$ cat src/rtl/alu_exec_unit.sv
// ---------------------------------------------------------------------------
// alu_exec_unit
//
// Multi-cycle integer execute unit for the execute stage. It takes the 4-bit
// Operation code from the ALU control decoder and applies it to two WIDTH-bit
// operands. AND, OR, ADD and SUB finish in one cycle. SLL is bit-serial and
// shifts one position per cycle. Valid/ready handshakes on both sides let a
// stalled writeback stage back-pressure the unit.
//
// Ports:
//   clk        rising-edge clock
//   reset      synchronous, active-high reset
//   in_valid   request carries a valid operation
//   in_ready   unit can accept a request this cycle (only while idle)
//   Operation  0000 AND, 0001 OR, 0010 ADD, 0110 SUB, 0111 SLL
//   a          operand A (rs1)
//   b          operand B (rs2 or immediate); SLL uses b[SHW-1:0] as amount
//   out_valid  Result and flags are valid
//   out_ready  consumer accepts the result this cycle
//   Result     operation result
//   Zero       Result == 0
//   Less       signed compare a < b of the captured operands (for BGE)
//   Illegal    Operation was not one of the five legal codes
// ---------------------------------------------------------------------------
module alu_exec_unit #(
  parameter int WIDTH = 64,
  parameter int SHW   = 6
) (
  input  logic             clk,
  input  logic             reset,
  input  logic             in_valid,
  output logic             in_ready,
  input  logic [3:0]       Operation,
  input  logic [WIDTH-1:0] a,
  input  logic [WIDTH-1:0] b,
  output logic             out_valid,
  input  logic             out_ready,
  output logic [WIDTH-1:0] Result,
  output logic             Zero,
  output logic             Less,
  output logic             Illegal
);

  localparam logic [3:0] OP_AND = 4'b0000;
  localparam logic [3:0] OP_OR  = 4'b0001;
  localparam logic [3:0] OP_ADD = 4'b0010;
  localparam logic [3:0] OP_SUB = 4'b0110;
  localparam logic [3:0] OP_SLL = 4'b0111;

  localparam logic [SHW-1:0] COUNT_ONE = SHW'(1);

  typedef enum logic [1:0] {
    IDLE,
    SHIFT,
    DONE
  } stateT;

  stateT            state;
  logic [WIDTH-1:0] shiftAcc;
  logic [SHW-1:0]   shiftCount;
  logic [SHW-1:0]   shiftAmount;
  logic [WIDTH-1:0] quickResult;
  logic             opLegal;
  logic             startShift;

  // The handshake flags come straight from the state register. A request is
  // only accepted while idle. A result is only presented while in DONE.
  assign in_ready  = (state == IDLE);
  assign out_valid = (state == DONE);

  // Zero always follows the held Result. Reset clears Result, so Zero reads 1
  // after reset.
  assign Zero = (Result == '0);

  // Decode the incoming request. This block computes the single-cycle result
  // for every code except a nonzero shift. An SLL with a zero amount passes
  // a through unchanged, so it takes the fast path and skips the serial
  // shifter. Illegal codes produce a zero result.
  always_comb begin
    shiftAmount = b[SHW-1:0];
    quickResult = '0;
    opLegal     = 1'b1;
    startShift  = 1'b0;
    case (Operation)
      OP_AND: quickResult = a & b;
      OP_OR:  quickResult = a | b;
      OP_ADD: quickResult = a + b;
      OP_SUB: quickResult = a - b;
      OP_SLL: begin
        quickResult = a;
        startShift  = (shiftAmount != '0);
      end
      default: opLegal = 1'b0;
    endcase
  end

  // Main control FSM. Reset wins over everything, including an in-flight
  // shift or a stalled result. On acceptance the block captures the operand
  // compare and the legality flag right away, so later input changes have no
  // effect. A nonzero shift loads the accumulator and the counter. Each SHIFT
  // cycle moves the accumulator left by one. When the counter is about to
  // reach zero, the final shifted value goes straight into Result.
  always_ff @(posedge clk) begin
    if (reset) begin
      state      <= IDLE;
      Result     <= '0;
      Less       <= 1'b0;
      Illegal    <= 1'b0;
      shiftAcc   <= '0;
      shiftCount <= '0;
    end else begin
      case (state)
        IDLE: begin
          if (in_valid) begin
            Less    <= ($signed(a) < $signed(b));
            Illegal <= ~opLegal;
            if (startShift) begin
              shiftAcc   <= a;
              shiftCount <= shiftAmount;
              state      <= SHIFT;
            end else begin
              Result <= quickResult;
              state  <= DONE;
            end
          end
        end
        SHIFT: begin
          shiftAcc   <= shiftAcc << 1;
          shiftCount <= shiftCount - COUNT_ONE;
          if (shiftCount == COUNT_ONE) begin
            Result <= shiftAcc << 1;
            state  <= DONE;
          end
        end
        DONE: begin
          if (out_ready) begin
            state <= IDLE;
          end
        end
        default: state <= IDLE;
      endcase
    end
  end

endmodule
$ cat config.mk
export PLATFORM = sky130hd
export DESIGN_NAME = alu_exec_unit
export DESIGN_NICKNAME = d
export VERILOG_FILES = /design/src/rtl/alu_exec_unit.sv
export SDC_FILE = /design/constraint.sdc
export NUM_CORES = 1
export LEC_CHECK = 0
export CORE_ASPECT_RATIO = 0.5
export CORE_MARGIN = 5
export CORE_UTILIZATION = 30
export DETAILED_ROUTE_END_ITERATION = 12
export GPL_ROUTABILITY_DRIVEN = 0
export GPL_TIMING_DRIVEN = 0
export PLACE_DENSITY = 0.45
export SETUP_SLACK_MARGIN = 0.2
export SLEW_MARGIN = 20
export SYNTH_ARGS = -nofsm -noshare
export SYNTH_HDL_FRONTEND = slang
export SYNTH_SLANG_ARGS = --single-unit
$ cat constraint.sdc
create_clock -name clk -period 4.4 [get_ports clk]
set_clock_uncertainty 0.2 [all_clocks]
set_input_delay 0.44 -clock clk [delete_from_list [all_inputs] [get_ports clk]]
set_output_delay 0.44 -clock clk [all_outputs]
set_load 0.005 [all_outputs]
# After elaboration in Yosys (flattened, before gate mapping)
# Index checks and enable logic that the tools add are counted.
word_totals:
  out_inout_bits: 69
  wordCells: 53
  reg_bits: 137
  in_bits: 136
classes:
  mux: 18
  eq_ne: 12
  n_reduce_logical: 10
  n_lt_le_gt_ge: 1
  addsub: 3
  bitwise: 3
ops:
  columns: ["op", "count"]
  rows:
  - ["$pmux W64 S5", 1]
  - ["$mux W64", 3]
  - ["$pmux W64 S2", 1]
  - ["$mux W63", 2]
  - ["$pmux W63 S2", 1]
  - ["$add A64 B64 Y64", 1]
  - ["$and A64 B64 Y64", 1]
  - ["$logic_not A64 Y1", 1]
  - ["$lt A64 B64 Y1", 1]
  - ["$or A64 B64 Y64", 1]
  - ["$sub A64 B64 Y64", 1]
  - ["$mux W6", 2]
  - ["$pmux W6 S2", 1]
  - ["$eq A4 B3 Y1 const B", 2]
  - ["$mux W2", 4]
  - ["$eq A6 B1 Y1 const B", 1]
  - ["$ne A2 B2 Y1 const B", 3]
  - ["$pmux W2 S3", 1]
  - ["$reduce_and A3 Y1", 2]
  - ["$reduce_bool A6 Y1", 1]
  - ["$sub A6 B1 Y6 const B", 1]
  - ["$reduce_or A5 Y1", 1]
  - ["$eq A4 B1 Y1 const B", 1]
  - ["$eq A4 B2 Y1 const B", 1]
  - ["other kinds (10)", 12]

# Longest topological paths before layout
# Gate-level depths: netlist (run 1).
logic_depth:
  ltp_word: 5
  ltp_mapped: 14
  ltp_nobuf: 14

# Worst setup path before layout (run 1)
# Ideal clock, no wire load.
synth_path:
  path_kind: "input to register"
  start: "input port a[5]"
  end: "register Result[45]"
  t_required_ps: 4069
  setup_ps: 131
  path_buffers: 1
  stages: 13
  slack_ps: 1042
  t_arrival_ps: 3027
  cell_sequence: "inv_1 > ha_1 > buf_2 > a211oi_1 > nor2_1 > a211oi_1 > nand2_1 > a41o_1 > a31oi_2 > o21ai_1 > a221o_1 > nor4b_1 > nor3_1"
synth_via:
  elab_chain_cells: 5
  elab_cells_between_ends: 6
  classes_between: "add/sub (2); mux (4)"
synth_lines:
  columns: ["element", "line", "rtl"]
  rows:
  - ["start, declared", "34", "input logic [WIDTH-1:0] a,"]
  - ["$sub A64 B64 Y64 / $add A64 B64 Y64 (equally long branches)", "88, 87", null]
  - ["$pmux W64 S5 (*)", "84", "case (Operation)"]
  - ["$mux W64 (*)", "117", "if (startShift) begin"]
  - ["$mux W64 (*)", "114", "if (in_valid) begin"]
  - ["$pmux W64 S2 (*)", "112", "case (state)"]
  - ["end signal, assigned", "122", "Result <= quickResult;"]
  - ["end signal, assigned", "131", "Result <= shiftAcc << 1;"]
  - ["end, declared", "38", "output logic [WIDTH-1:0] Result,"]
# Mark *: on every way between the ends. The rest lies on a longest branch, timed or not. The select of a mux whose other input is x is not followed.
# A chain may end at the register's enable or synchronous reset.

# Final worst setup path (run 1)
layout_path:
  start: "input port a[3]"
  end: "register Result[60]"
# Same word-level chain as after synthesis.

==> results of run 1 <==
## how the worst min path moves through the flow
stage,depth (start not counted),from,end,slack [ns]
finish,3,a[7],shiftAcc[7]$_SDFFE_PP0P_,0.20
CTS,2,shiftAcc[0]$_SDFFE_PP0P_,shiftAcc[0]$_SDFFE_PP0P_,0.28
global placement,2,shiftAcc[0]$_SDFFE_PP0P_,shiftAcc[0]$_SDFFE_PP0P_,0.27
detailed placement,2,shiftAcc[0]$_SDFFE_PP0P_,shiftAcc[0]$_SDFFE_PP0P_,0.27
global route,3,a[7],shiftAcc[7]$_SDFFE_PP0P_,0.22
floorplan,2,shiftAcc[0]$_SDFFE_PP0P_,shiftAcc[0]$_SDFFE_PP0P_,0.25
## cell families (layout without fill, tap and decap cells)
kind of cell,after synthesis,after routing
AO/OA/AOI/OAI,888,888
XOR/XNOR,23,23
adder cells (fa/ha/maj),211,211
buffers and inverters,379,634
flip-flops,137,137
multiplexers,8,8
other,0,4
AND/OR/NAND/NOR,835,835
## state kept, by name, indices dropped and copies added (netlist names)
register,count
Less,1
shiftAcc,63
Illegal,1
shiftCount,6
Result,64
state,2
## layer usage
layer  up-vias  track usage, %  wire length, um
li1       9641               -                -
met1     10700            43.7            43900
met2      1454            47.1            42700
met3       217            9.23            13000
met4         4            10.8             3740
met5         -               0               29
## tightest hold or removal path: cells and delay by family
kind | cells | cell delay [ns]
compound gates | 1 | 0.09
buf+inv | 1 | 0.18
simple gates | 1 | 0.09
## power breakdown
group	total [mW]	switching, mW	internal [mW]	leakage, nW
Combinational	2.33	1.54	0.795	7.37
Sequential	1.35	0.0588	1.30	1.11
Clock	1.64	0.684	0.952	0.300
## cell usage after synthesis, types with 38 or more instances
library cell	n
ha_1	209
a221oi_1	72
inv_1	205
nor2_1	290
nor3_1	54
nand3_1	38
clkbuf_1	145
a21o_1	41
nand2_1	266
a311oi_1	84
a21oi_1	217
dfxtp_1	137
nor4_1	51
o21ai_0	130
## through the flow
step / cell area, um2 / setup slack (ns) / setup TNS [ns]
floorplan: 17000 / 1.04 / 0
global placement: 20000 / -1.82 / -70.34
detailed placement: 20000 / -1.07 / -38.62
CTS: 21100 / 0.124 / 0
global route: 21700 / 0.0917 / 0
finish: 21700 / 0.0986 / 0
## layout by cell type, fill, tap and decap left out, types with 24 or more instances in the layout
master	instances
nand4_1	24
o211ai_1	26
nor4_1	37
a21o_1	41
o31ai_1	28
nor2_1	285
dfxtp_1	137
a221oi_1	69
a311oi_1	81
clkbuf_2	47
ha_1	208
clkdlybuf4s50_1	189
inv_1	205
o22ai_1	27
o21ai_0	124
a31oi_1	25
nand3_1	36
a21oi_1	203
nand2_1	265
nor3_1	45
clkbuf_1	98
## area by class of cell
type / count / area (um2) / area share (%)
clock buffers: 17 / 425 / 1.96
diodes: 4 / 10.0 / 0.0462
inverters: 206 / 773 / 3.57
well taps: 756 / 946 / 4.36
repair buffers: 224 / 2220 / 10.2
multi-input cells: 1965 / 13600 / 62.7
flip-flops and latches: 137 / 2740 / 12.6
clock inverters: 14 / 198 / 0.912
plain buffers: 173 / 766 / 3.53
## what timing repair did
item	in CTS	in global routing
pin swaps	11	17
buffers inserted	11	10
setup endpoints to repair	61	64
resized for setup	80	137
==> results_dict.tcl, run 1 <==
set metrics [dict create \
    cts_tree "yes" \
    worstSetupEndpointType "register" \
    synthMuxAreaShare_pct 0.470 \
    tightest_slew_ns 1.29 \
    cts_hold_buf 0 \
    path_cells "clkdlybuf4s50_1 > inv_1 > ha_1 > a21oi_1 > a21oi_2 > o311ai_2 > o211ai_1 > buf_4 > o211ai_1 > nand3_2 > a21oi_2 > o41ai_4 > or4b_2 > nand3b_1" \
    die_w_um 347 \
    required_ns 4.59 \
    crit_end "Result[60]$_SDFFE_PP0P_" \
    antenna_found_initial 3 \
    drtIter0Drc 3260 \
    fin_hold_ws_ns 0.199 \
    slew_headroom_pct 12.9 \
    synth-seq-cells 137 \
    instances_no_fill 3496 \
    yosys.area_share.simple_pct 22.1 \
    hold_viol 0 \
    grt_pass1_vias 20500 \
    critPathBufInv 3 \
    synthArstFlopShare_pct 0 \
    power_density_mw_per_mm2 246 \
    fp.dieH_um 179 \
    clk_pin_slew_worst_paths_ns 0.07 \
    p_leak_nw 8.78 \
    vias 22000 \
    floorplan.die_area_mm2 0.0620 \
    ant_nets 0 \
    cp_top_family "compound AO/OA/AOI/OAI gates" \
    drc 0 \
    grt_max_degree 17 \
    fp-row-count 61 \
    io_pins 205 \
    yosys.area.top_type "dfxtp_1" \
    r2r-start "state[1]$_SDFFE_PP0P_" \
    total_power_mw 5.32 \
    synthAdderAreaFrac_pct 15.6 \
    critPathLaunchType "input port" \
    core_mm2 0.0559 \
    clk_path_buf_depth 2 \
    peakVddDrop_uv 248 \
    critPathKind "in2reg" \
    drv_cap 0 \
    drive_above_1_share_pct 9.28 \
    io_buffers 199 \
    initial_core_util_pct 30.5 \
    utilization_pct 38.8 \
    crit_path_start "a[3]" \
    cts_max_level 4 \
    max_stage_delay_ns 0.63 \
    grt_usage_pct 31.7 \
    clk_latency_ns 0.45 \
    drt-total-wl_um 103000 \
    clock.fmax_ghz 0.232 \
    wl_per_cell_um 29.6 \
    rr_worst_depth 9 \
    syn_to_final_growth_pct 27.3 \
    clockRootBuffer "clkbuf_16" \
    outcome "finished clean" \
    ys_warn_count 0 \
    synth_area_leaders "dfxtp_1, ha_1, nor2_1" \
    rr_endpoint "Result[58]$_SDFFE_PP0P_" \
    synth_top_family_by_area "compound AO/OA/AOI/OAI gates" \
    rsz0062_at_grt "true" \
    synth-edff-count 0 \
    netlist_instances 2481 \
    finalCriticalPeriod_ns 4.30 \
    r2r_slack_ns 0.33 \
    grt_pass1_wl_um 145000 \
    slowest_stage "or4b_2" \
    vias_per_cell 6.29 \
    synthXorXnorAreaFrac_pct 1.18 \
    setup_viol_count_final 0 \
    syn_area_mm2 0.0170 \
    final.fill_count 6085 \
    cp_num_cells 14 \
    avgSynthCellArea_um2 6.87 \
    cts.sinks 137 \
    fin_crit_sh_pct 97.8 \
    finalMaxSlewViolations 0 \
    synthesis.nets 2828 \
    overflow 0 \
    final_nets 3071 \
    yosysSeqAreaShare_pct 16.1 \
    synth-main-ff-cell "dfxtp_1" \
    first_pass_iters 7 \
    synth_compound_area_share_pct 36.1 \
    dpl.hpwl_um 79800 \
    numPlacedInstances 3440 \
    arrival_ns 4.49 \
    numCtsBuffers 17 \
    crit_path_max_fanout 6 \
    synth_top_area_share_pct 16.1 \
    hold_path.class "in2reg" \
    synth_cell_types 78 \
]
Power figures use the tool's default switching activity.
==> inputs of run 2 (changes only) <==
--- a/config.mk
+++ b/config.mk
@@ -8,6 +8,7 @@
 export CORE_ASPECT_RATIO = 0.5
 export CORE_MARGIN = 5
 export CORE_UTILIZATION = 30
+export CTS_CLUSTER_SIZE = 10
 export DETAILED_ROUTE_END_ITERATION = 12
 export GPL_ROUTABILITY_DRIVEN = 0
 export GPL_TIMING_DRIVEN = 0
==> results of run 2 <==
No change in the layout: final DEF, timing and power equal those of run 1.
